==> src/rtl/cmp_tracker.sv <==
// Registered a/b comparator with running max/min of accepted a values and a
// saturating count of equal pairs; a two-state FSM marks when tracking is live.
module cmp_tracker #(
    parameter int WIDTH     = 16,
    parameter int CNT_WIDTH = 8
) (
    input  logic                 clk,
    input  logic                 n_rst,
    input  logic                 clear,
    input  logic                 signed_mode,
    input  logic                 data_valid,
    input  logic [WIDTH-1:0]     a,
    input  logic [WIDTH-1:0]     b,
    output logic                 gt,
    output logic                 lt,
    output logic                 eq,
    output logic                 result_valid,
    output logic [WIDTH-1:0]     max_val,
    output logic [WIDTH-1:0]     min_val,
    output logic [CNT_WIDTH-1:0] eq_count,
    output logic                 eq_sat,
    output logic                 tracking
);

    typedef enum logic {IDLE, TRACK} state_t;

    localparam logic [CNT_WIDTH-1:0] MAX_CNT = {CNT_WIDTH{1'b1}};

    state_t state, state_nx;
    logic   accept;
    logic   trk_signed;

    function automatic logic above(input logic [WIDTH-1:0] x, input logic [WIDTH-1:0] y,
                                   input logic s);
        above = s ? ($signed(x) > $signed(y)) : (x > y);
    endfunction

    assign accept   = data_valid & ~clear;
    assign tracking = (state == TRACK);

    always_ff @(posedge clk or negedge n_rst) begin
        if (!n_rst) state <= IDLE;
        else        state <= state_nx;
    end

    always_comb begin
        state_nx = state;
        if (clear)           state_nx = IDLE;
        else if (data_valid) state_nx = TRACK;
    end

    // Compare flags use the live mode; they hold across clear.
    always_ff @(posedge clk or negedge n_rst) begin
        if (!n_rst) begin
            gt           <= 1'b0;
            lt           <= 1'b0;
            eq           <= 1'b0;
            result_valid <= 1'b0;
        end else begin
            result_valid <= accept;
            if (accept) begin
                gt <= above(a, b, signed_mode);
                lt <= above(b, a, signed_mode);
                eq <= (a == b);
            end
        end
    end

    // Max/min compare in the mode captured by the first sample after IDLE.
    always_ff @(posedge clk or negedge n_rst) begin
        if (!n_rst) begin
            max_val    <= '0;
            min_val    <= '0;
            trk_signed <= 1'b0;
        end else if (clear) begin
            max_val    <= '0;
            min_val    <= '0;
            trk_signed <= 1'b0;
        end else if (accept) begin
            if (state == IDLE) begin
                max_val    <= a;
                min_val    <= a;
                trk_signed <= signed_mode;
            end else begin
                if (above(a, max_val, trk_signed)) max_val <= a;
                if (above(min_val, a, trk_signed)) min_val <= a;
            end
        end
    end

    always_ff @(posedge clk or negedge n_rst) begin
        if (!n_rst) begin
            eq_count <= '0;
            eq_sat   <= 1'b0;
        end else if (clear) begin
            eq_count <= '0;
            eq_sat   <= 1'b0;
        end else if (accept && (a == b) && (eq_count != MAX_CNT)) begin
            eq_count <= eq_count + 1'b1;
            if (eq_count == MAX_CNT - 1'b1) eq_sat <= 1'b1;
        end
    end

endmodule

==> config.mk <==
export PLATFORM = sky130hd
export DESIGN_NAME = cmp_tracker
export DESIGN_NICKNAME = d
export VERILOG_FILES = /design/src/rtl/cmp_tracker.sv
export SDC_FILE = /design/constraint.sdc
export NUM_CORES = 1
export LEC_CHECK = 0
export BUFFER_PORTS_ARGS = -buffer_cell sky130_fd_sc_hd__buf_2
export CAP_MARGIN = 20
export CELL_PAD_IN_SITES_DETAIL_PLACEMENT = 2
export CELL_PAD_IN_SITES_GLOBAL_PLACEMENT = 2
export CORE_ASPECT_RATIO = 1.2
export CORE_MARGIN = 4
export CORE_UTILIZATION = 35
export DETAILED_ROUTE_END_ITERATION = 10
export GPL_ROUTABILITY_DRIVEN = 0
export GPL_TIMING_DRIVEN = 0
export PLACE_DENSITY = 0.95
export SYNTH_ARGS = -nofsm -noshare
export SYNTH_HDL_FRONTEND = slang
export SYNTH_SLANG_ARGS = --single-unit
==> constraint.sdc <==
create_clock -name clk -period 4.7 [get_ports clk]
set_input_delay 0.705 -clock clk [delete_from_list [all_inputs] [get_ports clk]]
set_output_delay 0.705 -clock clk [all_outputs]
set_load 0.1 [all_outputs]
==> out/qor.yml, run 1 <==
cap_violations: 0
end_kind: "flip-flop"
worstSetupPathType: "flip-flop to flip-flop"
htree_levels: 2
dpl_cell_area_um2: 4510
clock_sink_count: 47
slowest_delay_ps: 510
syn_inst: 470
yosysSeqAreaShare_pct: 29.9
finalCritPeriodShare_pct: 72.6
dr_total_vias: 4204
ant_nets: 0
cts_buffers: 5
crit_top_cell: "nand4_1"
leakage_nw: 2.32
synth.area.top_cells: "dfrtp_1 30%, ha_1 21%, a311o_1 8.1%"
fin_setup_tns_ps: 0
layout_setup_ws_ps: 1290
power_density_nw_per_um2: 392
timing.critical_path.fanout_max: 10
slew_viol_final: 0
critPathSlowestCell: "nor4_1"
worstMarginPinSlew_ps: 750
die_w_um: 105
yosys.cell_types.count: 37
antenna_cells: 0
ctsResizeCount: 0
async_flop_share_pct: 100
grt_usage_pct: 25.8
critPathArrivalTime_ps: 3590
finalInstanceArea_um2: 4720
synthToLayoutAreaGrowth_pct: 20.0
grt_pass1_vias: 4770
start_util_pct: 35.7
place_ws_ps: 1220
dp.final_hpwl_um: 12000
post-cts-setup-buffers: 0
synth.largest_area_cell: "dfrtp_1"
synth_top_area_share_pct: 29.9
setup-violations-final: 0
post-route-min-period_ps: 3410
drc: 0
clkTransAtPathRegs_ps: 80
path_cells: "inv_1, ha_1, nand4_1, nor4_1, a21bo_2, nand4_1, clkbuf_1, a21oi_1, a311o_1"
vdd_drop_max_uv: 297
syn_avg_cell_area_um2: 8.38
drive_gt1_share_pct: 17.7
drt_iter0_markers: 147
grt_max_degree: 48
antenna_found_initial: 0
core_area_um2: 11000
clock_latency_ps: 310
finClkSkew_ps: 6.11
routedWlPerCell_um: 24.4
cts_buffer_depth: 2
dieArea_um2: 13000
fmax_mhz: 293
dr.pass1.iters: 4
synth_edf_count: 0
rsz0062_at_grt: "no"
crit_required_ps: 4880
root_buffer: "clkbuf_16"
port_buffers: 81
hold_violations: 0
start_kind: "flip-flop"
largestRegisters: "max_val (16), min_val (16), eq_count (8)"
nNetsFinal: 662
num_rows: 42
synthFlopType: "dfrtp_1"
hold_buffers: 0
min_path_type: "input port to async pin"
drt-total-wl_um: 16900
die-height_um: 124
via_per_inst: 6.08
ys_warn_count: 0
final_util_pct: 42.8
grt_pass1_wl_um: 26000
synth_most_common_cell: "ha_1"
pin_count: 83
synth_common_cells: "66 x ha_1, 61 x a21oi_1, 55 x inv_1"
synth_seq_cells: 47
relSlewSlack_pct: 50.0
cts_tree: "yes"
status: "complete, no violations"
netlist_area_um2: 3940
synth_nets: 573
grt.overflow.total: 0
[path summary, 6_finish.rpt]
| path | slack (ps) | to | depth (start not counted) | from |
|---|---|---|---|---|
| worst min register to register | 500 | lt | 1 | lt |
| max in group asynchronous | 3870 | min_val[13] | 2 | n_rst |
| min in group clk | 500 | lt | 1 | lt |
| worst min-delay path | 290 | max_val[8] | 1 | n_rst |
| worst max register to register | 1290 | max_val[14] | 9 | max_val[14] |
| worst max-delay path | 1290 | max_val[14] | 9 | max_val[14] |
[stage by stage]
stage / hold WS [ps] / total power [mW] / cells
5_1_grt: 308 / 1.92 / 692
3_3_place_gp: 472 / 1.28 / 683
3_5_place_dp: 489 / 1.32 / 683
6_report: 291 / 1.85 / 692
4_1_cts: 509 / 1.84 / 691
2_1_floorplan: 409 / 1.11 / 470
[cell type report]
cell class | instances | area (um^2)
well taps | 132 | 165
flip-flops and latches | 47 | 1180
clock inverters | 3 | 71.3
inverters | 55 | 206
repair buffers | 82 | 425
fillers | 1267 | 6310
clock buffers | 5 | 125
plain buffers | 20 | 98.8
multi-input cells | 348 | 2450
[cell families (layout without fill, tap and decap cells)]
logic type	after synthesis	count (layout)	share of synthesized area [%]
xor gates and xnor gates	7	7	1.56
adders and majority gates	66	66	21.0
and+or+nand+nor	149	149	17.5
muxes	2	2	0.509
DFF	47	47	29.9
buffers and inverters	75	165	7.76
AOI/OAI and AO/OA	124	124	21.8
[report_power, final]
part	internal (mW)	switching (mW)
Combinational	0.197	0.648
Clock	0.310	0.194
Sequential	0.451	0.0503
[critical path: cells and delay by family (launching register included)]
| family | cells | cell delay, ps |
|---|---|---|
| AND/OR/NAND/NOR | 3 | 1030 |
| AO/OA/AOI/OAI | 3 | 830 |
| buffers and inverters | 2 | 580 |
| flip-flops | 1 | 500 |
| adder cells (fa/ha/maj) | 1 | 330 |
[metal layers]
layer / track usage, % / vias up / share of wire (%)
met5: 0 / - / 0
met4: 12.9 / 0 / 4.0
li1: - / 1854 / -
met3: 3.99 / 49 / 4.6
met1: 29.0 / 2133 / 40
met2: 47.6 / 168 / 52
[cell usage in the layout, fill, tap and decap left out, types with 3 or more instances in the layout]
cell type  Yosys  layout
buf_2          1      82
o21ai_0       10      10
nand3_1        4       4
nor2_1        39      39
ha_1          66      66
nand4_1       11      11
buf_6          3       3
xnor2_1        7       7
a21oi_1       61      61
clkbuf_1      14      14
dfrtp_1       47      47
nand2_1       52      52
clkbuf_16      0       5
inv_1         55      55
o211ai_1       4       4
a311o_1       32      32
nor3_1        23      23
nand2b_1       4       4
nor2b_1        7       7
Power figures use the tool's default switching activity.
==> run 2, diff against run 1 <==
--- a/config.mk
+++ b/config.mk
@@ -5,17 +5,18 @@
 export SDC_FILE = /design/constraint.sdc
 export NUM_CORES = 1
 export LEC_CHECK = 0
+export ABC_AREA = 1
 export BUFFER_PORTS_ARGS = -buffer_cell sky130_fd_sc_hd__buf_2
 export CAP_MARGIN = 20
 export CELL_PAD_IN_SITES_DETAIL_PLACEMENT = 2
 export CELL_PAD_IN_SITES_GLOBAL_PLACEMENT = 2
 export CORE_ASPECT_RATIO = 1.2
 export CORE_MARGIN = 4
-export CORE_UTILIZATION = 35
+export CORE_UTILIZATION = 31
 export DETAILED_ROUTE_END_ITERATION = 10
 export GPL_ROUTABILITY_DRIVEN = 0
 export GPL_TIMING_DRIVEN = 0
-export PLACE_DENSITY = 0.95
+export PLACE_DENSITY = 0.93
 export SYNTH_ARGS = -nofsm -noshare
 export SYNTH_HDL_FRONTEND = slang
 export SYNTH_SLANG_ARGS = --single-unit
==> constraint.sdc (replaced) <==
create_clock -name clk -period 3.2 [get_ports clk]
set_input_delay 0.48 -clock clk [delete_from_list [all_inputs] [get_ports clk]]
set_output_delay 0.48 -clock clk [all_outputs]
set_load 0.1 [all_outputs]
==> run 2 against run 1 <==
Net effect: die area increased by 9.4%; highest routed layer unchanged; synthesized cell count increased by 12%; sequential share of layout area increased by 0.55 points; largest cell class unchanged; cell count increased by 12%; power increased by 20%; core utilization decreased by 4.6 points; global-route usage decreased by 5.2 points.
==> out/qor.yml, run 2 <==
most-common-layout-cells: "146 x nand2_1, 87 x inv_1, 83 x buf_2"
grt_pass1_vias: 4379
critPathArrivalTime_ps: 2490
via_per_inst: 4.93
dpl.cell_count: 768
nNetsFinal: 718
finClkSkew_ps: 4.61
dr.pass1.iters: 4
die-height_um: 130
cts_tree: "yes"
synth_edf_count: 0
synthToLayoutAreaGrowth_pct: 20.4
drt-total-wl_um: 14000
post-cts-setup-buffers: 0
ant_nets: 0
final_util_pct: 38.2
hold_buffers: 0
vdd_drop_max_uv: 198
fmax_mhz: 433
synth.area.top_cells: "dfrtp_1 31%, ha_1 22%, nand2_1 14%"
layoutNonFillerInstCount: 777
die_w_um: 110
cap_violations: 0
finalCritPeriodShare_pct: 72.2
p_switching_mw: 1.04
netlist_area_um2: 3840
start_util_pct: 31.7
p_int_mw: 1.18
yosysSeqAreaShare_pct: 30.6
hold_violations: 0
worstMarginPinSlew_ps: 645
clock_sink_count: 47
cts_buffer_depth: 2
async_flop_share_pct: 100
post-route-min-period_ps: 2310
drive_gt1_share_pct: 18.2
cts_buffers: 5
slew_viol_final: 0
relSlewSlack_pct: 57.0
htree_levels: 2
p_sw_share_pct: 46.8
ctsResizeCount: 0
pin_count: 83
start_kind: "input port"
largestRegisters: "max_val (16), min_val (16), eq_count (8)"
synth_common_cells: "146 x nand2_1, 87 x inv_1, 66 x ha_1"
synth_seq_cells: 47
antenna_cells: 0
yosys.cell_types.count: 32
fin_setup_tns_ps: 0
timing.critical_path.fanout_max: 4
syn_avg_cell_area_um2: 7.30
syn_inst: 526
routedWlPerCell_um: 18.0
dp.final_hpwl_um: 11200
core_area_um2: 12100
port_buffers: 81
drt_iter0_markers: 131
antenna_found_initial: 0
clock_power_share_pct: 26.1
dieArea_um2: 14200
num_rows: 44
place_ws_ps: 673
synthFlopType: "dfrtp_1"
crit_required_ps: 3380
leakage_nw: 2.71
grt_max_degree: 48
pwr-share-seq_pct: 31.5
grt.overflow.total: 0
dr_total_vias: 3834
r2r_slack_ps: 900
grt_pass1_wl_um: 22800
ys_warn_count: 0
final_common_cell: "nand2_1"
clock_latency_ps: 290
synth_nets: 629
drc: 0
setup-violations-final: 0
min_path_type: "input port to async pin"
rsz0062_at_grt: "no"
p_comb_share_pct: 42.4
power_density_nw_per_um2: 480
synth_top_area_share_pct: 30.6
status: "complete, no violations"
layout_setup_ws_ps: 890
grt_usage_pct: 20.6
end_kind: "flip-flop"
root_buffer: "clkbuf_16"
r2r_cells: 13
synth.largest_area_cell: "dfrtp_1"
total_power_mw: 2.22
worstSetupPathType: "input port to flip-flop"
synth_most_common_cell: "nand2_1"
clkTransAtPathRegs_ps: 70
run 2: through the flow:
step                      cell area, um^2  hold slack [ps]
after floorplan                      3840              184
after global placement               4450              463
after detailed placement             4450              498
after CTS                            4600              445
after global routing                 4620             65.2
final                                4620             54.2
run 2: worst paths after layout:
check                            start      endpoint
min in group clk                 clear  result_valid
max in group asynchronous        n_rst    max_val[8]
setup reg to reg           max_val[15]   max_val[13]
hold / removal                   n_rst   eq_count[3]
hold reg to reg                 eq_sat        eq_sat
setup / recovery                  a[7]            lt
run 2: final cells by class:
type,count,area [um^2]
plain buffers,10,60.1
clock buffers,8,156
fillers,1492,7490
inverters,91,342
multi-input cells,378,2260
flip-flops and latches,47,1180
well taps,161,201
repair buffers,82,425
run 2: per-layer routing:
metal	GRT usage (%)	part of all wire (%)
met5	0	0
met4	6.46	2.6
met3	2.33	2.9
met2	38.3	53
met1	24.4	42
run 2: cells by family (layout without fill, tap and decap cells):
kind of cell,count (synthesis),after routing,share of synthesized area [%]
DFF,47,47,30.6
buffers and inverters,101,191,10.5
xor gates and xnor gates,5,5,1.14
adders and majority gates,66,66,21.5
and+or+nand+nor,256,256,28.1
AOI/OAI and AO/OA,51,51,8.15
run 2: power groups by stage:
stage / sequential [mW] / combinational, mW / clock [mW]
6_report: 0.699 / 0.941 / 0.580
5_1_grt: 0.706 / 1.02 / 0.615
4_1_cts: 0.699 / 0.948 / 0.591
3_5_place_dp: 0.710 / 0.936 / 0
3_3_place_gp: 0.705 / 0.887 / 0
2_1_floorplan: 1.09 / 0.302 / 0
run 2: worst max-delay path: stages:
cell and delay, ps:
buf_2 110, inv_1 70, ha_1 320, nand2_1 100
nor2_1 370, nand2_1 190, nor4_1 490, nor2_1 150
nand3_1 140, nand2_1 60
